--- src/rtl/aurora_tx_sequencer.sv ---
// TX source selector and packet sequencer in front of the Aurora AXI-Stream TX port.
// Modes: off, loopback passthrough, periodic stimulus packets, delayed reply after an RX packet.
module aurora_tx_sequencer #(
  parameter int DATA_WIDTH = 32,
  parameter int LEN_WIDTH  = 8,
  parameter int CNT_WIDTH  = 16
) (
  input  logic                  m_axis_aclk,
  input  logic                  m_axis_aresetn,
  input  logic [1:0]            cfg_mode,
  input  logic [LEN_WIDTH-1:0]  cfg_len,
  input  logic [CNT_WIDTH-1:0]  cfg_period,
  input  logic [CNT_WIDTH-1:0]  cfg_delay,
  input  logic [DATA_WIDTH-1:0] cfg_base,
  input  logic                  rx_tlast,
  input  logic                  s_loop_tvalid,
  input  logic [DATA_WIDTH-1:0] s_loop_tdata,
  input  logic                  s_loop_tlast,
  output logic                  s_loop_tready,
  input  logic                  s_user_tvalid,
  input  logic [DATA_WIDTH-1:0] s_user_tdata,
  input  logic                  s_user_tlast,
  output logic                  s_user_tready,
  output logic                  m_axis_tvalid,
  output logic [DATA_WIDTH-1:0] m_axis_tdata,
  output logic                  m_axis_tlast,
  input  logic                  m_axis_tready,
  output logic [1:0]            active_mode,
  output logic                  busy,
  output logic [31:0]           pkt_count,
  output logic [15:0]           trig_drop
);

  localparam logic [1:0] MODE_LOOP = 2'b01;
  localparam logic [1:0] MODE_STIM = 2'b10;
  localparam logic [1:0] MODE_TRIG = 2'b11;
  localparam logic [LEN_WIDTH-1:0] LEN_ONE = LEN_WIDTH'(1);
  localparam logic [CNT_WIDTH-1:0] CNT_ONE = CNT_WIDTH'(1);

  typedef enum logic [2:0] {IDLE, LOOP, STIM, WAIT, USER} state_t;

  state_t                state, state_nxt;
  logic [CNT_WIDTH-1:0]  period_cnt, delay_cnt, period_max;
  logic                  pending, in_pkt, launch;
  logic [LEN_WIDTH-1:0]  len_q, word_idx, len_eff;
  logic [DATA_WIDTH-1:0] base_q;
  logic                  period_hit, stim_last, beat, last_beat;

  assign period_max = (cfg_period == '0) ? '0 : cfg_period - CNT_ONE;
  assign period_hit = (cfg_mode == MODE_STIM) && (period_cnt == period_max);
  assign len_eff    = (cfg_len == '0) ? LEN_ONE : cfg_len;
  assign stim_last  = (word_idx == len_q - LEN_ONE);
  assign beat       = m_axis_tvalid & m_axis_tready;
  assign last_beat  = beat & m_axis_tlast;
  assign busy       = (state != IDLE);

  // NOTE: every signal written here gets a default first, so no path can infer a latch.
  always_comb begin
    state_nxt     = state;
    launch        = 1'b0;
    m_axis_tvalid = 1'b0;
    m_axis_tdata  = '0;
    m_axis_tlast  = 1'b0;
    s_loop_tready = 1'b0;
    s_user_tready = 1'b0;
    case (state)
      IDLE: begin
        case (cfg_mode)
          MODE_LOOP: state_nxt = LOOP;
          MODE_STIM: if (period_hit || pending) begin
            state_nxt = STIM;
            launch    = 1'b1;
          end
          MODE_TRIG: if (rx_tlast) state_nxt = WAIT;
          default: ;
        endcase
      end
      LOOP: begin
        m_axis_tvalid = s_loop_tvalid;
        m_axis_tdata  = s_loop_tdata;
        m_axis_tlast  = s_loop_tlast;
        s_loop_tready = m_axis_tready;
        // Leave only between packets: on the closing beat, or while idle with nothing moving.
        if (cfg_mode != MODE_LOOP &&
            ((s_loop_tvalid && m_axis_tready && s_loop_tlast) ||
             (!in_pkt && !(s_loop_tvalid && m_axis_tready))))
          state_nxt = IDLE;
      end
      STIM: begin
        m_axis_tvalid = 1'b1;
        m_axis_tdata  = base_q + DATA_WIDTH'(word_idx);
        m_axis_tlast  = stim_last;
        if (m_axis_tready && stim_last) state_nxt = IDLE;
      end
      WAIT: begin
        if (delay_cnt == '0) state_nxt = USER;
      end
      USER: begin
        m_axis_tvalid = s_user_tvalid;
        m_axis_tdata  = s_user_tdata;
        m_axis_tlast  = s_user_tlast;
        s_user_tready = m_axis_tready;
        if (s_user_tvalid && m_axis_tready && s_user_tlast) state_nxt = IDLE;
      end
      default: state_nxt = IDLE;
    endcase
  end

  // NOTE: non-blocking assignments throughout, so every register sees pre-edge values.
  always_ff @(posedge m_axis_aclk or negedge m_axis_aresetn) begin
    if (!m_axis_aresetn) begin
      state       <= IDLE;
      active_mode <= 2'b00;
      period_cnt  <= '0;
      pending     <= 1'b0;
      delay_cnt   <= '0;
      len_q       <= LEN_ONE;
      word_idx    <= '0;
      base_q      <= '0;
      in_pkt      <= 1'b0;
      pkt_count   <= '0;
      trig_drop   <= '0;
    end else begin
      state <= state_nxt;
      if (state == IDLE) active_mode <= cfg_mode;

      // Period timer free-runs in stimulus mode; an expiry mid-packet is remembered once.
      if (cfg_mode != MODE_STIM) begin
        period_cnt <= '0;
        pending    <= 1'b0;
      end else begin
        period_cnt <= period_hit ? '0 : period_cnt + CNT_ONE;
        if (state == STIM && period_hit) pending <= 1'b1;
        else if (launch)                 pending <= 1'b0;
      end

      if (state == IDLE && cfg_mode == MODE_TRIG && rx_tlast) delay_cnt <= cfg_delay;
      else if (state == WAIT && delay_cnt != '0)              delay_cnt <= delay_cnt - CNT_ONE;

      if (launch) begin
        len_q    <= len_eff;
        base_q   <= cfg_base;
        word_idx <= '0;
      end else if (state == STIM && m_axis_tready) begin
        word_idx <= stim_last ? '0 : word_idx + LEN_ONE;
      end

      if (state != LOOP) in_pkt <= 1'b0;
      else if (beat)     in_pkt <= !m_axis_tlast;

      if (last_beat) pkt_count <= pkt_count + 32'd1;

      if (rx_tlast && active_mode == MODE_TRIG && (state == WAIT || state == USER) &&
          trig_drop != 16'hFFFF)
        trig_drop <= trig_drop + 16'd1;
    end
  end

endmodule

--- config.mk ---
export PLATFORM = sky130hd
export DESIGN_NAME = aurora_tx_sequencer
export DESIGN_NICKNAME = d
export VERILOG_FILES = /design/src/rtl/aurora_tx_sequencer.sv
export SDC_FILE = /design/constraint.sdc
export NUM_CORES = 1
export LEC_CHECK = 0
export CORE_MARGIN = 1
export CORE_UTILIZATION = 53
export DETAILED_ROUTE_END_ITERATION = 16
export PLACE_DENSITY = 0.87
export SLEW_MARGIN = 15
export SYNTH_ARGS = -nofsm -noshare
export SYNTH_HDL_FRONTEND = slang
export SYNTH_SLANG_ARGS = --single-unit
--- constraint.sdc ---
create_clock -name m_axis_aclk -period 5.7 [get_ports m_axis_aclk]
set_clock_uncertainty 0.05 [all_clocks]
set_input_delay 0.57 -clock m_axis_aclk [delete_from_list [all_inputs] [get_ports m_axis_aclk]]
set_output_delay 0.57 -clock m_axis_aclk [all_outputs]
set_load 0.01 [all_outputs]
==> flow_metrics.env, run 1 <==
export IMPL_worst_endpoint_required_ns=5.08
export IMPL_critPathBufInv=4
export IMPL_final_cell_mix="231 x clkdlybuf4s50_1, 134 x dfrtp_1, 82 x xnor2_1, 73 x nand2_1, 68 x o21ai_0"
export IMPL_final_core_util_pct=73.6
export IMPL_clkSinkCount=135
export IMPL_start_util_pct=54.3
export IMPL_pin_count=233
export IMPL_r2r_cells=11
export IMPL_synth_seq_cells=135
export IMPL_grt_pass1_vias=8006
export IMPL_cts_path_max_buffers=2
export IMPL_worst_path_stages=10
export IMPL_ir_drop_mv=0.228
export IMPL_nFillCells=1165
export IMPL_slowest_stage="a222oi_1"
export IMPL_hold_class="primary input to asynchronous set/reset pin"
export IMPL_synth_top_area_share_pct=38.9
export IMPL_worstSetupPathType="flop to output port"
export IMPL_vias=8028
export IMPL_use_met3_pct=6.48
export IMPL_drt_iter0_drc=507
export IMPL_io_buffers=232
export IMPL_synthArstFlopShare_pct=100
export IMPL_area_growth_pct=35.6
export IMPL_root_buffer="clkbuf_16"
export IMPL_fin_crit_ns=4.72
export IMPL_p_leak_nw=4.72
export IMPL_syn_inst=931
export IMPL_stdcell_area_um2=11700
export IMPL_max_slew_margin_pct=21.6
export IMPL_dr_pass1_iters=5
export IMPL_insertion_delay_ns=0.42
export IMPL_critPathMaxFanout=10
export IMPL_syn_area_per_cell_um2=9.27
export IMPL_timing_final_ws_setup_ns=0.978
export IMPL_r2r_slack_ns=1.73
export IMPL_yosys_area_top_type="dfrtp_1"
export IMPL_tritoncts="built"
export IMPL_rr_startpoint="len_q[0]$_DFFE_PN1N_"
export IMPL_place_ws_ns=1.06
export IMPL_hold_buffers=0
export IMPL_crit_family="simple AND/OR/NAND/NOR gates"
export IMPL_routed_wl_mm=25.0
export IMPL_grt_overflow_total=0
export IMPL_htree_levels=4
export IMPL_fin_hold_ws_ns=0.124
export IMPL_cts_setup_buffers=0
export IMPL_grt_antenna_before_repair=0
export IMPL_crit_end="m_axis_tlast"
export IMPL_grt_busiest_layer="met2"
export IMPL_fin_crit_sh_pct=82.8
export IMPL_ant_nets=0
export IMPL_arrival_ns=4.10
export IMPL_cts_buffers=17
export IMPL_p_per_area_nw_per_um2=283
export IMPL_syn_nets=1096
export IMPL_grt_pass1_wl_mm=40.3
export IMPL_die_h_um=130
export IMPL_synth_flop_cell="dfrtp_1"
export IMPL_grt_start_max_net_pins=72
export IMPL_fin_setup_tns_ns=0
export IMPL_met1_usage_pct=39.1
export IMPL_dpl_cell_area_um2=11100
export IMPL_crit_path_start_kind="flop"
export IMPL_synth_edff_count=0
export IMPL_drv_slew=0
export IMPL_wire_per_inst_um=18.2
export IMPL_syn_area_um2=8630
export IMPL_max_stage_delay_ns=0.96
export IMPL_use_met2_pct=51.5
export IMPL_synth_area_leaders="dfrtp_1 39%, xnor2_1 8.3%, o21ai_0 3.9%, xor2_1 3.9%, mux2_2 3.8%"
export IMPL_clkTransAtPathRegs_ns=0.06
export IMPL_cp_cell_sequence="inv_1, ha_1, or3b_2, or4_1, nand4_1, a211oi_1, buf_4, a222oi_1, inv_1, clkdlybuf4s50_1"
export IMPL_fp_coreArea_um2=15900
export IMPL_cap_violations=0
export IMPL_remaining_drc_errors=0
export IMPL_rows=46
export IMPL_final_hold_viol_count=0
export IMPL_place_gp_congestion=0.941
export IMPL_drive_above_1_share_pct=8.22
export IMPL_die_w_um=130
export IMPL_nets=1308
export IMPL_synth_seq_area_share_pct=39.2
export IMPL_path_common_cell="inv_1"
export IMPL_ys_types=74
export IMPL_ys_warnings_count=0
export IMPL_max_freq_mhz=212
export IMPL_startpoint="len_q[0]$_DFFE_PN1N_"
export IMPL_setup_violations=0
export IMPL_tightestPinTransition_ns=1.18
export IMPL_timing_rr_end="pkt_count[27]$_DFFE_PN0P_"
export IMPL_place_hpwl_mm=18.2
export IMPL_cp_end_kind="output port"
export IMPL_rsz0062_at_grt="no"
export IMPL_post_cts_resized=0
export IMPL_die_area_um2=16800
export IMPL_run_status="finished, final reports clean"
export IMPL_mostFrequentLayoutCell="clkdlybuf4s50_1"
export IMPL_track_usage_pct=31.0
export IMPL_vias_per_cell=5.85
-- kinds of logic after synthesis --
logic type      count (synthesis)  share of synthesized area (%)
buf+inv                        71                           3.73
simple gates                  358                           22.0
compound gates                183                           13.8
flops                         135                           39.2
fa+ha+maj                      19                           2.84
xor+xnor                      120                           12.2
mux                            45                           6.24
-- report_power, final --
part	leakage [nW]	switching, mW	internal, mW
sequential	1.84	0.109	1.05
combinational	2.59	0.532	0.495
clock	0.292	0.449	0.668
total	4.72	1.09	2.22
-- cells in the mapped netlist (7+ instances only) --
master,count
inv_1,23
clkbuf_1,33
and2_1,9
nor2_1,66
mux2_4,10
ha_1,18
nand4_1,21
nand2b_1,10
dfrtp_1,134
nor3b_1,9
o21a_1,8
and3_1,26
xor2_1,38
xnor2_1,82
or3_1,7
or4_1,13
nor2b_1,9
buf_2,7
a22oi_1,29
nor4_1,14
nor3_1,23
mux2_2,29
nand2_1,73
a21oi_1,22
nand3_1,52
o21ai_0,68
-- layout make-up --
| class | instances | area [um^2] | share of cell area, % |
|---|---|---|---|
| Tap cell | 216 | 270 | 2.31 |
| Clock inverter | 14 | 164 | 1.40 |
| Sequential cell | 135 | 3380 | 28.9 |
| Clock buffer | 18 | 439 | 3.75 |
| Inverter | 24 | 90.1 | 0.770 |
| Timing Repair Buffer | 240 | 2400 | 20.5 |
| Multi-Input combinational cell | 725 | 4960 | 42.4 |
| Antenna cell | 1 | 2.50 | 0.0214 |
-- metal layers --
| layer | up-vias | routed length (um) |
|---|---|---|
| li1 | 3808 | - |
| met1 | 3872 | 10500 |
| met2 | 293 | 12300 |
| met3 | 55 | 1440 |
| met4 | 0 | 751 |
| met5 | - | 0 |
-- metrics by stage --
stage / instances / power, mW
after detailed placement: 1340 / 2.19
after CTS: 1372 / 3.31
final: 1373 / 3.31
after global placement: 1340 / 2.16
after global routing: 1372 / 3.46
after floorplan: 931 / 1.66
-- worst min-delay path by stage --
stage | from | end | slack, ns | cells after the start
global route | m_axis_aresetn | len_q[1]$_DFFE_PN0N_ | 0.15 | 1
finish | m_axis_aresetn | len_q[2]$_DFFE_PN0N_ | 0.12 | 1
global placement | pkt_count[31]$_DFFE_PN0P_ | pkt_count[31]$_DFFE_PN0P_ | 0.41 | 1
detailed placement | pkt_count[31]$_DFFE_PN0P_ | pkt_count[31]$_DFFE_PN0P_ | 0.42 | 1
floorplan | m_axis_aresetn | active_mode[0]$_DFFE_PN0N_ | 0.22 | 0
CTS | m_axis_aresetn | len_q[2]$_DFFE_PN0N_ | 0.13 | 1
-- registers in the layout, indices dropped and copies added, names as in the netlist --
signal and flops:
base_q 32, active_mode 2, delay_cnt 16, len_q 8
period_cnt 16, trig_drop 16, pkt_count 32, in_pkt 1
word_idx 8, state 3, pending 1
(Power assumes the default switching activity.)
==> run 2, diff against run 1 <==
--- a/config.mk
+++ b/config.mk
@@ -6,9 +6,9 @@
 export NUM_CORES = 1
 export LEC_CHECK = 0
 export CORE_MARGIN = 1
-export CORE_UTILIZATION = 53
+export CORE_UTILIZATION = 45
 export DETAILED_ROUTE_END_ITERATION = 16
-export PLACE_DENSITY = 0.87
+export PLACE_DENSITY = 0.78
 export SLEW_MARGIN = 15
 export SYNTH_ARGS = -nofsm -noshare
 export SYNTH_HDL_FRONTEND = slang
==> constraint.sdc (replaced) <==
create_clock -name m_axis_aclk -period 3.9 [get_ports m_axis_aclk]
set_clock_uncertainty 0.05 [all_clocks]
set_input_delay 0.39 -clock m_axis_aclk [delete_from_list [all_inputs] [get_ports m_axis_aclk]]
set_output_delay 0.39 -clock m_axis_aclk [all_outputs]
set_load 0.01 [all_outputs]
==> run 2 against run 1 <==
Compared with the run above:
- critical path depth increased by 2
- sequential cell count unchanged
- hold slack improved by 0.31 ns
- largest power group unchanged
==> flow_metrics.env, run 2 (synthesis results as in run 1) <==
export IMPL_cts_buffers=17
export IMPL_r2r_cells=11
export IMPL_slowest_stage="or4_4"
export IMPL_setup_violations=0
export IMPL_max_slew_margin_pct=35.4
export IMPL_place_gp_congestion=0.864
export IMPL_grt_antenna_before_repair=0
export IMPL_grt_overflow_total=0
export IMPL_root_buffer="clkbuf_16"
export IMPL_cts_path_max_buffers=2
export IMPL_hold_class="flop to flop"
export IMPL_fin_crit_sh_pct=96.7
export IMPL_remaining_drc_errors=0
export IMPL_fin_crit_ns=3.77
export IMPL_final_hold_viol_count=0
export IMPL_max_freq_mhz=265
export IMPL_timing_rr_end="pkt_count[24]$_DFFE_PN0P_"
export IMPL_mostFrequentLayoutCell="clkdlybuf4s50_1"
export IMPL_area_growth_pct=43.0
export IMPL_critPathMaxFanout=10
export IMPL_tightestPinTransition_ns=0.968
export IMPL_vias_per_cell=5.54
export IMPL_dpl_cell_area_um2=11500
export IMPL_place_ws_ns=-0.580
export IMPL_insertion_delay_ns=0.42
export IMPL_worstSetupPathType="primary input to flop"
export IMPL_clkTransAtPathRegs_ns=0.07
export IMPL_timing_final_ws_setup_ns=0.129
export IMPL_drt_iter0_drc=447
export IMPL_stdcell_area_um2=12300
export IMPL_tritoncts="built"
export IMPL_io_buffers=232
export IMPL_drive_above_1_share_pct=14.0
export IMPL_ir_drop_mv=0.273
export IMPL_ant_nets=0
export IMPL_nets=1373
export IMPL_pin_count=233
export IMPL_regArea_um2=3380
export IMPL_htree_levels=4
export IMPL_nFillCells=1519
export IMPL_worst_endpoint_required_ns=4.16
export IMPL_path_common_cell="or4_4"
export IMPL_min_from="pkt_count[31]$_DFFE_PN0P_"
export IMPL_cp_cell_sequence="clkdlybuf4s50_1, buf_4, or4_4, or4_4, nand3_1, nand4_1, or3_1, or4_4, o21ai_4, buf_12, clkbuf_16, mux2_2"
export IMPL_p_leak_nw=5.18
export IMPL_die_w_um=140
export IMPL_die_h_um=140
export IMPL_grt_pass1_wl_mm=40.9
export IMPL_routed_wl_mm=25.4
export IMPL_multi_input_area_um2=5000
export IMPL_cp_end_kind="flop"
export IMPL_crit_family="simple AND/OR/NAND/NOR gates"
export IMPL_critPathBufInv=4
export IMPL_vias=8056
export IMPL_place_hpwl_mm=18.8
export IMPL_track_usage_pct=26.1
export IMPL_final_cell_mix="216 x clkdlybuf4s50_1, 133 x dfrtp_1, 82 x xnor2_1, 73 x nand2_1"
export IMPL_drv_slew=0
export IMPL_max_stage_delay_ns=0.56
export IMPL_die_area_um2=19700
export IMPL_rows=50
export IMPL_p_per_area_nw_per_um2=396
export IMPL_grt_start_max_net_pins=78
export IMPL_crit_path_start_kind="primary input"
export IMPL_dr_pass1_iters=4
export IMPL_cap_violations=0
export IMPL_reg_top3="base_q (32), pkt_count (32)"
export IMPL_wire_per_inst_um=17.5
export IMPL_fp_coreArea_um2=18800
export IMPL_worstHoldPathCells=1
export IMPL_rr_startpoint="len_q[0]$_DFFE_PN1N_"
export IMPL_start_util_pct=46.0
export IMPL_insertedDiodeCount=0
export IMPL_run_status="finished, final reports clean"
export IMPL_min_to="pkt_count[31]$_DFFE_PN0P_"
export IMPL_grt_pass1_vias=8026
export IMPL_r2r_slack_ns=0.61
export IMPL_rsz0062_at_grt="no"
export IMPL_clkSinkCount=135
export IMPL_arrival_ns=4.03
-- run 2: power by group --
group          internal (mW)  switching [mW]
registers               1.54           0.146
clock network          0.972           0.680
logic                  0.752           0.794
total                   3.26            1.62
-- run 2: how the worst max path moves through the flow --
stage	from	to	slack, ns	depth (start not counted)
after global routing	cfg_period[0]	base_q[14]$_DFFE_PN0N_	0.007	14
after floorplan	cfg_period[5]	len_q[6]$_DFFE_PN0N_	0.21	12
after detailed placement	cfg_period[4]	base_q[25]$_DFFE_PN0N_	-0.58	10
final	cfg_period[4]	base_q[2]$_DFFE_PN0N_	0.13	12
after global placement	cfg_period[4]	base_q[3]$_DFFE_PN0N_	-0.49	11
after CTS	word_idx[1]$_DFFE_PN0P_	m_axis_tdata[23]	0.002	11
-- run 2: layout make-up --
type / count / share of cell area [%]
timing repair buffer: 305 / 24.0
multi-input combinational: 725 / 40.6
sequential: 135 / 27.4
tap: 234 / 2.37
inverter: 24 / 0.731
clock buffer: 17 / 3.45
clock inverter: 15 / 1.51
-- run 2: metrics by stage --
stage | total power [mW] | instances | utilization, % | setup TNS, ns | hold slack, ns
after floorplan | 2.43 | 931 | - | 0 | 0.0444
after global placement | 3.24 | 1416 | 61.5 | -26.12 | 0.411
after detailed placement | 3.27 | 1416 | 61.5 | -31.29 | 0.419
after CTS | 4.91 | 1449 | 64.9 | 0 | 0.447
after global routing | 5.13 | 1455 | 65.7 | 0 | 0.470
final | 4.88 | 1455 | 65.7 | 0 | 0.437
-- run 2: repair_timing --
action	in CTS	in global routing
pin swaps	0	1
hold buffers	1	0
setup endpoints to repair	54	58
resized for setup	15	22
setup buffers	0	2
cloned	0	4
endpoints found under the hold margin	74	0
-- run 2: metal layers --
layer	part of all wire (%)	track usage, %
met1	45	34.2
met2	48	43.5
met3	5.5	4.92
met4	1.9	8.18
met5	0	0
